**config.mk**
```make
export PLATFORM = sky130hd
export DESIGN_NAME = jxli_fp8_nibble_tx_flat
export DESIGN_NICKNAME = d
export VERILOG_FILES = /design/src/rtl/jxli_fp8_nibble_tx_if.sv /design/src/rtl/jxli_fp8_nibble_tx.sv /design/src/flat_wrapper.sv
export SDC_FILE = /design/constraint.sdc
export NUM_CORES = 1
export LEC_CHECK = 0
export ABC_AREA = 1
export BUFFER_PORTS_ARGS = -buffer_cell sky130_fd_sc_hd__buf_2
export CORE_ASPECT_RATIO = 2
export CORE_UTILIZATION = 45
export DETAILED_ROUTE_END_ITERATION = 8
export GPL_ROUTABILITY_DRIVEN = 0
export PLACE_DENSITY = 0.75
export SLEW_MARGIN = 10
export SYNTH_ARGS = -nofsm -noshare
export SYNTH_HDL_FRONTEND = slang
export SYNTH_SLANG_ARGS = --single-unit
```
**constraint.sdc**
```tcl
create_clock -name clock -period 1.37 [get_ports clock]
set_input_delay 0.0685 -clock clock [delete_from_list [all_inputs] [get_ports clock]]
set_output_delay 0.0685 -clock clock [all_outputs]
set_load 0.02 [all_outputs]
```
**src/rtl/jxli_fp8_nibble_tx_if.sv**
```systemverilog
// jxli_fp8_nibble_tx_if: word handshake, flush and nibble-link bundle.
// Latency: none, this file holds only wires.
// Backpressure: in_ready from the transmitter throttles in_valid.
//
// Signals: in_valid/in_ready/in_data (FP8 word push), flush (sync abort),
// tx_data/tx_en (nibble link), busy (transmitter active), tx_par (odd parity
// of tx_data, present only when JXLI_FP8TX_PARITY_EN is defined).
// master = word producer / link observer, slave = the transmitter.
interface jxli_fp8_nibble_tx_if;
  logic       in_valid;
  logic       in_ready;
  logic [7:0] in_data;
  logic       flush;
  logic [3:0] tx_data;
  logic       tx_en;
  logic       busy;
`ifdef JXLI_FP8TX_PARITY_EN
  logic       tx_par;

  modport master (output in_valid, in_data, flush,
                  input  in_ready, tx_data, tx_en, busy, tx_par);
  modport slave  (input  in_valid, in_data, flush,
                  output in_ready, tx_data, tx_en, busy, tx_par);
`else
  modport master (output in_valid, in_data, flush,
                  input  in_ready, tx_data, tx_en, busy);
  modport slave  (input  in_valid, in_data, flush,
                  output in_ready, tx_data, tx_en, busy);
`endif
endinterface

```
**src/rtl/jxli_fp8_nibble_tx.sv**
```systemverilog
// jxli_fp8_nibble_tx: FIFO-buffered FP8 word to 4-bit nibble link serialiser, high nibble first.
// Latency: word pushed at the edge ending cycle N gives its first tx_en strobe in cycle N+2.
// Backpressure: in_ready (registered) drops while DEPTH words are queued; in_valid is ignored then.
//
// Ports: clock, reset_n (async active-low), lnk (jxli_fp8_nibble_tx_if.slave):
//   in_valid/in_ready/in_data word push, flush sync abort, tx_data/tx_en link,
//   busy status, tx_par odd parity of tx_data.
// Parameters: DEPTH (FIFO entries, power of two >= 2), GAP (idle cycles after each strobe, 0..15).
// Optional feature: define JXLI_FP8TX_PARITY_EN to add the registered tx_par output.
module jxli_fp8_nibble_tx #(
  parameter int DEPTH = 2,
  parameter int GAP   = 0
) (
  input  logic                clock,
  input  logic                reset_n,
  jxli_fp8_nibble_tx_if.slave lnk
);

  localparam int         AW       = $clog2(DEPTH);
  localparam int         CW       = $clog2(DEPTH + 1);
  localparam logic [3:0] GAP_LOAD = (GAP > 0) ? 4'(GAP - 1) : 4'd0;

  typedef enum logic [2:0] {
    IDLE    = 3'd0,
    SEND_HI = 3'd1,
    GAP_HI  = 3'd2,
    SEND_LO = 3'd3,
    GAP_LO  = 3'd4
  } state_t;

  // ---------------------------------------------------------------- FIFO
  logic [7:0]    mem_q [DEPTH];
  logic [AW-1:0] wr_ptr_q, rd_ptr_q, rd_ptr_nxt;
  logic [CW-1:0] count_q, count_d;
  logic          in_ready_q;
  logic          push, pop;

  state_t        state_q, state_d;
  logic [3:0]    gap_q, gap_d;
  logic [3:0]    tx_data_q, tx_data_d;
  logic          tx_en_q, tx_en_d;
  logic          busy_q, busy_d;

  // flush discards the push of its own cycle and cancels the pop of SEND_LO
  assign push       = lnk.in_valid & in_ready_q & ~lnk.flush;
  assign pop        = (state_q == SEND_LO) & ~lnk.flush;
  assign rd_ptr_nxt = rd_ptr_q + AW'(1);

  always_comb begin
    count_d = count_q;
    if (lnk.flush) begin
      count_d = '0;
    end else if (push && !pop) begin
      count_d = count_q + CW'(1);
    end else if (pop && !push) begin
      count_d = count_q - CW'(1);
    end
  end

  always_ff @(posedge clock) begin
    if (push) begin
      mem_q[wr_ptr_q] <= lnk.in_data;
    end
  end

  always_ff @(posedge clock or negedge reset_n) begin
    if (!reset_n) begin
      wr_ptr_q   <= '0;
      rd_ptr_q   <= '0;
      count_q    <= '0;
      in_ready_q <= 1'b1;
    end else begin
      if (lnk.flush) begin
        wr_ptr_q <= '0;
        rd_ptr_q <= '0;
      end else begin
        if (push) wr_ptr_q <= wr_ptr_q + AW'(1);
        if (pop)  rd_ptr_q <= rd_ptr_nxt;
      end
      count_q    <= count_d;
      in_ready_q <= (count_d != CW'(DEPTH));
    end
  end

  // ---------------------------------------------------------------- FSM
  // Link outputs are computed for the state being entered, so a registered
  // tx_en coincides with SEND_HI / SEND_LO occupancy.
  always_comb begin
    state_d   = state_q;
    gap_d     = gap_q;
    tx_en_d   = 1'b0;
    tx_data_d = tx_data_q;
    case (state_q)
      IDLE: begin
        if (count_q != '0) begin
          state_d   = SEND_HI;
          tx_en_d   = 1'b1;
          tx_data_d = mem_q[rd_ptr_q][7:4];
        end
      end
      SEND_HI: begin
        if (GAP > 0) begin
          state_d = GAP_HI;
          gap_d   = GAP_LOAD;
        end else begin
          state_d   = SEND_LO;
          tx_en_d   = 1'b1;
          tx_data_d = mem_q[rd_ptr_q][3:0];
        end
      end
      GAP_HI: begin
        if (gap_q == 4'd0) begin
          state_d   = SEND_LO;
          tx_en_d   = 1'b1;
          tx_data_d = mem_q[rd_ptr_q][3:0];
        end else begin
          gap_d = gap_q - 4'd1;
        end
      end
      SEND_LO: begin
        if (GAP > 0) begin
          state_d = GAP_LO;
          gap_d   = GAP_LOAD;
        end else if (count_q > CW'(1)) begin
          // the head pops this edge, so the next word sits one slot on
          state_d   = SEND_HI;
          tx_en_d   = 1'b1;
          tx_data_d = mem_q[rd_ptr_nxt][7:4];
        end else begin
          state_d = IDLE;
        end
      end
      GAP_LO: begin
        if (gap_q == 4'd0) begin
          if (count_q != '0) begin
            state_d   = SEND_HI;
            tx_en_d   = 1'b1;
            tx_data_d = mem_q[rd_ptr_q][7:4];
          end else begin
            state_d = IDLE;
          end
        end else begin
          gap_d = gap_q - 4'd1;
        end
      end
      default: state_d = IDLE;
    endcase
    if (lnk.flush) begin
      state_d = IDLE;
      tx_en_d = 1'b0;
    end
  end

  assign busy_d = (state_d != IDLE) || (count_d != '0);

`ifdef JXLI_FP8TX_PARITY_EN
  logic tx_par_q;
`endif

  always_ff @(posedge clock or negedge reset_n) begin
    if (!reset_n) begin
      state_q   <= IDLE;
      gap_q     <= 4'd0;
      tx_en_q   <= 1'b0;
      tx_data_q <= 4'h0;
      busy_q    <= 1'b0;
`ifdef JXLI_FP8TX_PARITY_EN
      tx_par_q  <= 1'b1;
`endif
    end else begin
      state_q   <= state_d;
      gap_q     <= gap_d;
      tx_en_q   <= tx_en_d;
      tx_data_q <= tx_data_d;
      busy_q    <= busy_d;
`ifdef JXLI_FP8TX_PARITY_EN
      // tracks tx_data every cycle, hence valid on every strobe
      tx_par_q  <= ~^tx_data_d;
`endif
    end
  end

  assign lnk.in_ready = in_ready_q;
  assign lnk.tx_data  = tx_data_q;
  assign lnk.tx_en    = tx_en_q;
  assign lnk.busy     = busy_q;
`ifdef JXLI_FP8TX_PARITY_EN
  assign lnk.tx_par   = tx_par_q;
`endif

endmodule
```
**src/flat_wrapper.sv**
```systemverilog
// flat-port wrapper written by rule: the top's interface ports become plain ports
module jxli_fp8_nibble_tx_flat 
#(
  parameter int DEPTH = 2,
  parameter int GAP   = 0
)
  (clock, reset_n, lnk_in_valid, lnk_in_data, lnk_flush, lnk_in_ready, lnk_tx_data, lnk_tx_en, lnk_busy);
  jxli_fp8_nibble_tx_if lnk_i ();
  input  logic clock;
  input  logic reset_n;
  input wire logic [$bits(lnk_i.in_valid)-1:0] lnk_in_valid;
  input wire logic [$bits(lnk_i.in_data)-1:0] lnk_in_data;
  input wire logic [$bits(lnk_i.flush)-1:0] lnk_flush;
  output wire logic [$bits(lnk_i.in_ready)-1:0] lnk_in_ready;
  output wire logic [$bits(lnk_i.tx_data)-1:0] lnk_tx_data;
  output wire logic [$bits(lnk_i.tx_en)-1:0] lnk_tx_en;
  output wire logic [$bits(lnk_i.busy)-1:0] lnk_busy;
  assign lnk_i.in_valid = lnk_in_valid;
  assign lnk_i.in_data = lnk_in_data;
  assign lnk_i.flush = lnk_flush;
  assign lnk_in_ready = lnk_i.in_ready;
  assign lnk_tx_data = lnk_i.tx_data;
  assign lnk_tx_en = lnk_i.tx_en;
  assign lnk_busy = lnk_i.busy;
  jxli_fp8_nibble_tx #(.DEPTH(DEPTH), .GAP(GAP)) u_core (.clock(clock), .reset_n(reset_n), .lnk(lnk_i));
endmodule
```
==> impl_metrics.xml, run 1 <==
<?xml version="1.0" encoding="UTF-8"?>
<metrics>
  <group name="status">
    <metric name="outcome" unit="">finished, final reports clean</metric>
  </group>
  <group name="logic_synthesis">
    <metric name="ys_dominant_reg_cell" unit="">dfrtp_1</metric>
    <metric name="synth.distinct_cells" unit="">18</metric>
    <metric name="synthMostInstantiatedCell" unit="">nand2_1</metric>
    <metric name="asyncSetResetFlopFracSynth" unit="%">52.9</metric>
    <metric name="synth-edff-count" unit="">16</metric>
    <metric name="synth_nets" unit="">193</metric>
    <metric name="seq_area_frac_synth" unit="%">58.7</metric>
    <metric name="postSynthRegisterBits" unit="">34</metric>
    <metric name="avg_synthesized_cell_area" unit="um^2">8.93</metric>
    <metric name="synthesis.instances" unit="">178</metric>
    <metric name="synthDominantCellAreaShare" unit="%">30.2</metric>
    <metric name="cell_area_after_synthesis" unit="mm^2">0.00159</metric>
    <metric name="yosys-top-cells-count" unit="">nand2_1 (66), inv_1 (27), dfrtp_1 (17)</metric>
    <metric name="synth-warning-count" unit="">0</metric>
    <metric name="post_synth_main_area_contributors" unit="">edfxtp_1 (30%), dfrtp_1 (27%), nand2_1 (16%), inv_1 (6.4%), nand3_1 (3.8%)</metric>
    <metric name="yosys.area.top_type" unit="">edfxtp_1</metric>
  </group>
  <group name="setup_path">
    <metric name="startpoint_type_of_the_worst_setup_path" unit="">register</metric>
    <metric name="worstPathRequired" unit="ps">1340</metric>
    <metric name="setup.worst_path.start" unit="">u_core.lnk.in_ready</metric>
    <metric name="worstPathMaxFanout" unit="">8</metric>
    <metric name="rr_startpoint" unit="">u_core.lnk.in_ready</metric>
    <metric name="worstSetupEndpointType" unit="">register</metric>
    <metric name="worst-r2r-cell-count" unit="">4</metric>
    <metric name="critical_path_arrival" unit="ps">1330</metric>
    <metric name="timing.setup.critical_path_class" unit="">register to register</metric>
  </group>
  <group name="timing">
    <metric name="holdWs" unit="ps">199</metric>
    <metric name="slew_headroom" unit="%">71.7</metric>
    <metric name="worst_slew_pin_slew" unit="ps">424</metric>
    <metric name="max_clock_freq" unit="MHz">735</metric>
    <metric name="fin_crit" unit="ps">1360</metric>
    <metric name="layout_setup_ws" unit="ps">8.85</metric>
    <metric name="rsz0062_at_grt" unit="">true</metric>
    <metric name="post-route-period-util" unit="%">99.4</metric>
    <metric name="timing_hold_violations_final" unit="">0</metric>
    <metric name="report.final.slew_viol_count" unit="">0</metric>
    <metric name="tns" unit="ps">0</metric>
    <metric name="fin_worst_skew" unit="ps">11.0</metric>
    <metric name="setup_violations" unit="">0</metric>
  </group>
  <group name="route">
    <metric name="drt_wl_total" unit="um">2820</metric>
    <metric name="drtAntennaViolNets" unit="">0</metric>
    <metric name="via_per_inst" unit="">4.79</metric>
    <metric name="drt_first_pass_iters" unit="">4</metric>
    <metric name="drtIter0Drc" unit="">12</metric>
    <metric name="drc" unit="">0</metric>
    <metric name="vias" unit="">1225</metric>
    <metric name="routedWlPerCell" unit="um">11.0</metric>
  </group>
  <group name="die">
    <metric name="floorplan.rows" unit="">30</metric>
    <metric name="floorplan.io_pins" unit="">19</metric>
    <metric name="floorplan.initialDensity" unit="%">47.0</metric>
    <metric name="dieArea" unit="mm^2">0.00379</metric>
    <metric name="die_height" unit="um">86.0</metric>
    <metric name="fp.coreArea" unit="mm^2">0.00338</metric>
    <metric name="dieWidth" unit="um">44.0</metric>
  </group>
  <group name="global_route">
    <metric name="overall_global_routing_resource_usage" unit="%">17.1</metric>
    <metric name="antenna_found_initial" unit="">0</metric>
    <metric name="globalRoute.busiestLayer" unit="">met2</metric>
    <metric name="grt_overflow_total" unit="">0</metric>
    <metric name="grt_util_met1" unit="%">16.0</metric>
    <metric name="global_route_met3_utilization" unit="%">4.42</metric>
    <metric name="grt.met2_usage" unit="%">30.9</metric>
    <metric name="grt_max_degree" unit="">19</metric>
    <metric name="grt_pass1_vias" unit="">1106</metric>
    <metric name="wire_length_of_the_first_global_routing_pass" unit="um">4640</metric>
  </group>
  <group name="layout">
    <metric name="drive_above_1_share" unit="%">27.7</metric>
    <metric name="flow.area_growth_from_synthesis" unit="%">29.8</metric>
    <metric name="finalNonFillerCells" unit="">256</metric>
    <metric name="n_fill_cell" unit="">313</metric>
    <metric name="finalInstanceArea" unit="mm^2">0.00206</metric>
    <metric name="antennaDiodeCount" unit="">0</metric>
    <metric name="finish.net_count" unit="">238</metric>
  </group>
  <group name="placed_design">
    <metric name="dpl-instance-area" unit="mm^2">0.00180</metric>
    <metric name="place_inst" unit="">234</metric>
    <metric name="placement.io_buffers" unit="">18</metric>
    <metric name="pre_cts_slack" unit="ps">-7.37</metric>
    <metric name="hpwl" unit="um">2050</metric>
  </group>
  <group name="flow_run">
    <metric name="maxCapViolCount" unit="">0</metric>
  </group>
  <group name="power_and_ir_drop">
    <metric name="power-per-cell-area" unit="mW/mm^2">1370</metric>
    <metric name="pwr-share-seq" unit="%">45.7</metric>
    <metric name="switchingPower" unit="mW">0.942</metric>
    <metric name="cellLeakagePower" unit="nW">1.01</metric>
    <metric name="cellInternalPower" unit="mW">1.88</metric>
    <metric name="power.share.combinational" unit="%">28.7</metric>
    <metric name="power_switching_share" unit="%">33.4</metric>
    <metric name="p_clk_share" unit="%">25.7</metric>
    <metric name="power.ir.vdd_worst" unit="V">0.000948</metric>
  </group>
  <group name="clock_network">
    <metric name="cts.root.buffer_cell" unit="">clkbuf_8</metric>
    <metric name="cts.htree.levels" unit="">2</metric>
    <metric name="tritoncts" unit="">yes</metric>
    <metric name="clockBufferDepth" unit="">2</metric>
    <metric name="tritoncts_num_sinks" unit="">34</metric>
    <metric name="path_clk_slew" unit="ps">60</metric>
    <metric name="worst_skew_pair.late_latency" unit="ps">290</metric>
    <metric name="cts_made_buffers" unit="">5</metric>
  </group>
  <group name="hold_path">
    <metric name="min-delay-start" unit="">lnk_flush</metric>
    <metric name="min_path_type" unit="">primary input to register</metric>
    <metric name="holdPathStages" unit="">4</metric>
  </group>
</metrics>
## layout by cell type, fill, tap and decap left out, drive strengths merged, types with 5 or more instances in the layout
cell	n
nor2	6
clkbuf	5
edfxtp	16
nand3	15
o21ai	13
buf	31
dlygate4sd3	9
inv	29
nand2	68
dfrtp	17
## cell type report
class                   count  area [um^2]  share of cell area, %
clock buffers               5         68.8                   3.34
well taps                  32         40.0                   1.94
clock inverters             3         21.3                   1.03
multi-input cells         113          596                   28.9
inverters                  29          111                   5.40
flip-flops and latches     34          935                   45.3
repair buffers             40          290                   14.1
## cells by family (layout without fill, tap and decap cells)
| family | Yosys count | in the layout | synth area share [%] |
|---|---|---|---|
| AOI/OAI and AO/OA | 15 | 15 | 4.72 |
| xor gates and xnor gates | 3 | 3 | 1.65 |
| adders and majority gates | 3 | 3 | 2.36 |
| buffers and inverters | 31 | 77 | 7.48 |
| DFF | 34 | 34 | 58.7 |
| and+or+nand+nor | 92 | 92 | 25.1 |
## power by group through the flow
stage,Combinational [mW],Sequential (mW),Clock (mW)
after global routing,0.907,1.30,0.788
final,0.808,1.29,0.723
after CTS,0.729,1.27,0.747
after floorplan,0.380,1.39,0
after detailed placement,0.706,1.29,0
after global placement,0.694,1.29,0
## routing by layer
layer  vias up  share of wire, %  routed length (um)
met5         -                 0                   0
met1       548                36                1020
met2        19                57                1600
met3         9               2.5                  70
li1        649                 -                   -
met4         0               4.5                 127
## per-stage QoR
stage	power, mW	util, %
2_1_floorplan	1.77	-
3_3_place_gp	1.98	53.2
3_5_place_dp	2.00	53.2
4_1_cts	2.75	58.5
5_1_grt	3.00	61.0
6_report	2.82	61.0
## critical path, cell delays in order, from the launching register on
cell and delay [ps]:
dfstp_2 560, nand2_4 60, nor2_4 140, inv_2 70
nor2_4 220
## registers in the layout, summed over array words and instances, names as in the netlist
| signal | cells |
|---|---|
| u_core.mem_q | 16 |
| u_core.gap_q | 4 |
| u_core.lnk.tx_data | 4 |
| u_core.state_q | 3 |
| u_core.count_q | 2 |
| u_core.lnk.busy | 1 |
| u_core.lnk.in_ready | 1 |
| u_core.lnk.tx_en | 1 |
| u_core.rd_ptr_q | 1 |
| u_core.wr_ptr_q | 1 |
## path summary, 6_finish.rpt
path / to / slack (ps)
worst max-delay path: u_core.mem_q[0][1] / 9
min in group asynchronous: u_core.gap_q[1] / 240
worst max register to register: u_core.mem_q[0][1] / 9
worst min register to register: u_core.lnk.tx_data[2] / 470
max in group asynchronous: u_core.lnk.in_ready / 790
worst min-delay path: u_core.wr_ptr_q / 200
## repair_timing
action / CTS / global route
endpoints found under the setup margin: 8 / 17
buffers inserted: 0 / 5
pin swaps: 1 / 5
endpoints found under the hold margin: 33 / 0
hold buffers: 9 / 0
gates resized for setup: 0 / 15
No activity file was read; power rests on OpenSTA's default activity.
==> run 2: changes to the inputs <==
- PLACE_DENSITY: 0.75 -> 0.67
==> impl_metrics.xml, run 2 (same netlist as run 1, synthesis figures left out) <==
<?xml version="1.0" encoding="UTF-8"?>
<metrics>
  <group name="clock_network">
    <metric name="clockBufferDepth" unit="">2</metric>
    <metric name="path_clk_slew" unit="ps">70</metric>
    <metric name="cts.root.buffer_cell" unit="">clkbuf_8</metric>
    <metric name="cts_made_buffers" unit="">5</metric>
    <metric name="worst_skew_pair.late_latency" unit="ps">280</metric>
    <metric name="tritoncts" unit="">yes</metric>
    <metric name="cts.htree.levels" unit="">2</metric>
    <metric name="tritoncts_num_sinks" unit="">34</metric>
  </group>
  <group name="route">
    <metric name="via_per_inst" unit="">4.98</metric>
    <metric name="drc" unit="">0</metric>
    <metric name="drtAntennaViolNets" unit="">0</metric>
    <metric name="routedWlPerCell" unit="um">11.7</metric>
    <metric name="drt_first_pass_iters" unit="">4</metric>
    <metric name="vias" unit="">1261</metric>
    <metric name="drt_wl_total" unit="um">2950</metric>
    <metric name="drtIter0Drc" unit="">38</metric>
  </group>
  <group name="power_and_ir_drop">
    <metric name="finalPower" unit="mW">2.78</metric>
    <metric name="pwr-share-seq" unit="%">46.3</metric>
    <metric name="power_switching_share" unit="%">33.1</metric>
    <metric name="power.ir.vdd_worst" unit="V">0.00104</metric>
    <metric name="cellLeakagePower" unit="nW">0.997</metric>
    <metric name="power.share.combinational" unit="%">28.2</metric>
    <metric name="power-per-cell-area" unit="mW/mm^2">1360</metric>
    <metric name="p_clk_share" unit="%">25.5</metric>
    <metric name="cellInternalPower" unit="mW">1.86</metric>
    <metric name="switchingPower" unit="mW">0.919</metric>
  </group>
  <group name="placed_design">
    <metric name="placement.io_buffers" unit="">18</metric>
    <metric name="pre_cts_slack" unit="ps">10.6</metric>
    <metric name="hpwl" unit="um">2140</metric>
  </group>
  <group name="global_route">
    <metric name="grt.met2_usage" unit="%">33.6</metric>
    <metric name="grt_overflow_total" unit="">0</metric>
    <metric name="wire_length_of_the_first_global_routing_pass" unit="um">4820</metric>
    <metric name="overall_global_routing_resource_usage" unit="%">17.5</metric>
    <metric name="global_route_met3_utilization" unit="%">5.89</metric>
    <metric name="globalRoute.busiestLayer" unit="">met2</metric>
    <metric name="grt_util_met1" unit="%">14.6</metric>
    <metric name="antenna_found_initial" unit="">0</metric>
    <metric name="grt_pass1_vias" unit="">1226</metric>
    <metric name="grt_max_degree" unit="">19</metric>
  </group>
  <group name="layout">
    <metric name="registers.top_by_ff_count" unit="">u_core.mem_q</metric>
    <metric name="drive_above_1_share" unit="%">26.7</metric>
    <metric name="multiInputGateArea" unit="um^2">602</metric>
    <metric name="antennaDiodeCount" unit="">0</metric>
    <metric name="final_common_cell" unit="">nand2_1</metric>
    <metric name="final-seq-area" unit="um^2">935</metric>
    <metric name="finalCoreUtilization" unit="%">60.5</metric>
    <metric name="finish.net_count" unit="">235</metric>
    <metric name="flow.area_growth_from_synthesis" unit="%">28.6</metric>
    <metric name="flip_flop_count_of_the_largest_register_all_copies_and_words_added" unit="">16</metric>
    <metric name="n_fill_cell" unit="">302</metric>
    <metric name="layout.cells.most_common_list" unit="">nand2_1 (64), inv_1 (24), buf_2 (18)</metric>
  </group>
  <group name="setup_path">
    <metric name="critical_path_s_largest_stage_delay" unit="ps">570</metric>
    <metric name="worstSetupEndpointType" unit="">register</metric>
    <metric name="startpoint_type_of_the_worst_setup_path" unit="">register</metric>
    <metric name="critical_path.slowest_cell" unit="">dfstp_2</metric>
    <metric name="worstPathRequired" unit="ps">1340</metric>
    <metric name="setup.worst_path.start" unit="">u_core.lnk.in_ready</metric>
    <metric name="critical_path_arrival" unit="ps">1290</metric>
    <metric name="worstPathMaxFanout" unit="">8</metric>
    <metric name="timing.setup.critical_path_class" unit="">register to register</metric>
    <metric name="rr_startpoint" unit="">u_core.lnk.in_ready</metric>
    <metric name="worst_path_most_repeated_cell" unit="">nor2_4</metric>
    <metric name="critical_path.cell_chain" unit="">nand2_4 -&gt; nor2_4 -&gt; inv_2 -&gt; nor2_4</metric>
  </group>
  <group name="timing">
    <metric name="rsz0062_at_grt" unit="">true</metric>
    <metric name="post-route-period-util" unit="%">96.7</metric>
    <metric name="tns" unit="ps">0</metric>
    <metric name="layout_setup_ws" unit="ps">45.0</metric>
    <metric name="fin_worst_skew" unit="ps">7.34</metric>
    <metric name="setup_violations" unit="">0</metric>
    <metric name="fin_crit" unit="ps">1330</metric>
    <metric name="report.final.slew_viol_count" unit="">0</metric>
    <metric name="slew_headroom" unit="%">73.2</metric>
    <metric name="max_clock_freq" unit="MHz">755</metric>
    <metric name="worst_slew_pin_slew" unit="ps">402</metric>
    <metric name="timing_hold_violations_final" unit="">0</metric>
  </group>
  <group name="die">
    <metric name="floorplan.rows" unit="">30</metric>
    <metric name="floorplan.initialDensity" unit="%">47.0</metric>
    <metric name="floorplan.io_pins" unit="">19</metric>
    <metric name="dieArea" unit="mm^2">0.00379</metric>
    <metric name="fp.coreArea" unit="mm^2">0.00338</metric>
    <metric name="dieWidth" unit="um">44.0</metric>
    <metric name="die_height" unit="um">86.0</metric>
  </group>
  <group name="status">
    <metric name="outcome" unit="">finished, final reports clean</metric>
  </group>
  <group name="hold_path">
    <metric name="min_path_type" unit="">primary input to register</metric>
    <metric name="min-delay-start" unit="">lnk_flush</metric>
  </group>
  <group name="flow_run">
    <metric name="maxCapViolCount" unit="">0</metric>
  </group>
</metrics>
## run 2: final cells by class
cell class,count,area share (%)
sequential,34,45.7
clock buffer,5,3.37
multi-input combinational,113,29.5
inverter,29,5.33
timing repair buffer,37,13.1
clock inverter,3,1.04
tap,32,1.96
## run 2: worst max-delay path: cells and delay by family (launching register included)
kind                   cells  cell delay (ps)
and+or+nand+nor            3              390
buffers and inverters      1               60
DFF                        1              570
## run 2: repair_timing
action,in CTS,in global routing
endpoints found under the setup margin,8,24
buffers inserted,0,2
gates resized for setup,0,14
hold buffers,9,0
endpoints found under the hold margin,33,0
pin swaps,1,3
## run 2: power groups by stage
stage | sequential, mW | combinational [mW] | clock [mW]
2_1_floorplan | 1.39 | 0.380 | 0
6_report | 1.29 | 0.784 | 0.709
3_5_place_dp | 1.30 | 0.710 | 0
4_1_cts | 1.28 | 0.734 | 0.732
5_1_grt | 1.30 | 0.889 | 0.776
3_3_place_gp | 1.29 | 0.699 | 0
## run 2: stage by stage
stage	hold slack [ps]	cell area, um^2	std cells
finish	152	2040	253
detailed placement	23.9	1800	234
global placement	16.9	1800	234
CTS	150	1980	251
floorplan	-227	1600	178
global route	154	2040	253
## run 2: worst paths after layout
kind	slack (ps)	endpoint	cells past startpoint
setup reg to reg	40	u_core.mem_q[0][2]	4
min in group asynchronous	240	u_core.count_q[0]	2
hold / removal	150	u_core.wr_ptr_q	4
max in group asynchronous	820	u_core.lnk.in_ready	2
hold reg to reg	480	u_core.lnk.tx_data[3]	2
setup / recovery	40	u_core.mem_q[0][2]	4
## run 2: layer usage
metal	part of all wire (%)	up-vias	wire length, um
met4	2.1	0	61
met2	62	22	1820
met5	0	-	0
met1	33	584	987
met3	2.7	7	81
li1	-	648	-
==> run 3: changes to the inputs <==
- RECOVER_POWER: not set -> 25
==> impl_metrics.xml, run 3 (same netlist as run 1, synthesis figures left out) <==
<?xml version="1.0" encoding="UTF-8"?>
<metrics>
  <group name="timing">
    <metric name="worst_slew_pin_slew" unit="ps">960</metric>
    <metric name="slew_headroom" unit="%">36.0</metric>
    <metric name="max_clock_freq" unit="MHz">755</metric>
    <metric name="report.final.slew_viol_count" unit="">0</metric>
    <metric name="tns" unit="ps">0</metric>
    <metric name="fin_worst_skew" unit="ps">7.34</metric>
    <metric name="timing_hold_violations_final" unit="">0</metric>
    <metric name="rsz0062_at_grt" unit="">true</metric>
    <metric name="fin_crit" unit="ps">1330</metric>
    <metric name="post-route-period-util" unit="%">96.7</metric>
    <metric name="setup_violations" unit="">0</metric>
    <metric name="layout_setup_ws" unit="ps">45.0</metric>
  </group>
  <group name="setup_path">
    <metric name="critical_path.cell_chain" unit="">nand2_4 -&gt; nor2_4 -&gt; inv_2 -&gt; nor2_4</metric>
    <metric name="worstPathBufferInverterCount" unit="">1</metric>
    <metric name="worstPathMaxFanout" unit="">8</metric>
    <metric name="timing.setup.critical_path_class" unit="">register to register</metric>
    <metric name="worstSetupEndpointType" unit="">register</metric>
    <metric name="worstPathRequired" unit="ps">1340</metric>
    <metric name="critical_path_s_largest_stage_delay" unit="ps">570</metric>
    <metric name="critical_path.slowest_cell" unit="">dfstp_2</metric>
    <metric name="critical_path_arrival" unit="ps">1290</metric>
    <metric name="cp_top_family" unit="">flip-flops</metric>
    <metric name="worst_path_most_repeated_cell" unit="">nor2_4</metric>
    <metric name="startpoint_type_of_the_worst_setup_path" unit="">register</metric>
  </group>
  <group name="die">
    <metric name="fp.coreArea" unit="mm^2">0.00338</metric>
    <metric name="floorplan.io_pins" unit="">19</metric>
    <metric name="dieWidth" unit="um">44.0</metric>
    <metric name="floorplan.rows" unit="">30</metric>
    <metric name="floorplan.initialDensity" unit="%">47.0</metric>
    <metric name="dieArea" unit="mm^2">0.00379</metric>
    <metric name="die_height" unit="um">86.0</metric>
  </group>
  <group name="route">
    <metric name="drtAntennaViolNets" unit="">0</metric>
    <metric name="drt_wl_total" unit="um">2950</metric>
    <metric name="via_per_inst" unit="">4.98</metric>
    <metric name="routedWlPerCell" unit="um">11.7</metric>
    <metric name="vias" unit="">1261</metric>
    <metric name="drtIter0Drc" unit="">38</metric>
    <metric name="drc" unit="">0</metric>
    <metric name="drt_first_pass_iters" unit="">4</metric>
  </group>
  <group name="global_route">
    <metric name="grt_overflow_total" unit="">0</metric>
    <metric name="overall_global_routing_resource_usage" unit="%">17.5</metric>
    <metric name="grt_pass1_vias" unit="">1226</metric>
    <metric name="grt_max_degree" unit="">19</metric>
    <metric name="wire_length_of_the_first_global_routing_pass" unit="um">4820</metric>
    <metric name="antenna_found_initial" unit="">0</metric>
  </group>
  <group name="clock_network">
    <metric name="tritoncts_num_sinks" unit="">34</metric>
    <metric name="cts_made_buffers" unit="">5</metric>
    <metric name="tritoncts" unit="">yes</metric>
    <metric name="cts.htree.levels" unit="">2</metric>
    <metric name="path_clk_slew" unit="ps">70</metric>
    <metric name="worst_skew_pair.late_latency" unit="ps">280</metric>
    <metric name="clockBufferDepth" unit="">2</metric>
    <metric name="cts.root.buffer_cell" unit="">clkbuf_8</metric>
  </group>
  <group name="layout">
    <metric name="final_common_cell" unit="">nand2_1</metric>
    <metric name="antennaDiodeCount" unit="">0</metric>
    <metric name="finish.net_count" unit="">235</metric>
    <metric name="finalNonFillerCells" unit="">253</metric>
    <metric name="registers.top_by_ff_count" unit="">u_core.mem_q</metric>
    <metric name="finalCoreUtilization" unit="%">60.4</metric>
    <metric name="flow.area_growth_from_synthesis" unit="%">28.5</metric>
    <metric name="layout.cells.most_common_list" unit="">nand2_1 (64), inv_1 (24), buf_2 (17)</metric>
    <metric name="flip_flop_count_of_the_largest_register_all_copies_and_words_added" unit="">16</metric>
    <metric name="drive_above_1_share" unit="%">26.2</metric>
  </group>
  <group name="power_and_ir_drop">
    <metric name="switchingPower" unit="mW">0.919</metric>
    <metric name="cellInternalPower" unit="mW">1.86</metric>
    <metric name="pwr-share-seq" unit="%">46.3</metric>
    <metric name="cellLeakagePower" unit="nW">0.994</metric>
    <metric name="power.ir.vdd_worst" unit="V">0.00104</metric>
    <metric name="power-per-cell-area" unit="mW/mm^2">1360</metric>
    <metric name="power_switching_share" unit="%">33.1</metric>
    <metric name="power.share.combinational" unit="%">28.2</metric>
    <metric name="p_clk_share" unit="%">25.5</metric>
    <metric name="finalPower" unit="mW">2.78</metric>
  </group>
  <group name="placed_design">
    <metric name="hpwl" unit="um">2140</metric>
    <metric name="placement.io_buffers" unit="">18</metric>
    <metric name="place_inst" unit="">234</metric>
    <metric name="pre_cts_slack" unit="ps">10.6</metric>
  </group>
  <group name="flow_run">
    <metric name="maxCapViolCount" unit="">0</metric>
  </group>
  <group name="status">
    <metric name="outcome" unit="">finished, final reports clean</metric>
  </group>
  <group name="hold_path">
    <metric name="min_path_type" unit="">primary input to register</metric>
  </group>
</metrics>
[run 3: metal layers]
layer	up-vias	global-route usage [%]	part of all wire [%]
li1	648	-	-
met1	584	14.6	33
met2	22	33.6	62
met3	7	5.89	2.7
met4	0	8.54	2.1
met5	-	0	0
[run 3: power groups by stage]
stage               clock (mW)  sequential (mW)  combinational [mW]
CTS                      0.732             1.28               0.734
floorplan                    0             1.39               0.380
global route             0.776             1.30               0.888
detailed placement           0             1.30               0.710
finish                   0.709             1.29               0.783
global placement             0             1.29               0.699
[run 3: area by class of cell]
| type | count | area [um^2] |
|---|---|---|
| Fill cell | 302 | 1340 |
| Sequential cell | 34 | 935 |
| Multi-Input combinational cell | 113 | 602 |
| Timing Repair Buffer | 37 | 267 |
| Inverter | 29 | 109 |
| Clock buffer | 5 | 68.8 |
| Tap cell | 32 | 40.0 |
| Clock inverter | 3 | 21.3 |
[run 3: timing repair]
| action | CTS | global route |
|---|---|---|
| pin swaps | 1 | 3 |
| hold buffers | 9 | 0 |
| resized for setup | 0 | 14 |
| endpoints found under the hold margin | 33 | 0 |
| buffers inserted | 0 | 2 |
| setup endpoints to repair | 8 | 24 |
[run 3: final timing paths]
path | startpoint | endpoint | slack (ps) | cells after the start
max in group asynchronous | reset_n | u_core.state_q[1] | 280 | 2
hold reg to reg | u_core.lnk.tx_data[3] | u_core.lnk.tx_data[3] | 480 | 2
setup / recovery | u_core.lnk.in_ready | u_core.mem_q[0][2] | 40 | 4
setup reg to reg | u_core.lnk.in_ready | u_core.mem_q[0][2] | 40 | 4
hold / removal | lnk_flush | u_core.wr_ptr_q | 150 | 4
min in group asynchronous | reset_n | u_core.count_q[0] | 450 | 2
[run 3: worst register-to-register path, delay by kind of cell (launching register included)]
family | cells | cell delay, ps
buf+inv | 1 | 60
simple gates | 3 | 390
flops | 1 | 570
[run 3: through the flow]
stage | area, um^2 | hold slack (ps)
floorplan | 1600 | -227
global placement | 1800 | 16.9
detailed placement | 1800 | 23.9
CTS | 1980 | 150
global route | 2040 | 154
finish | 2040 | 152
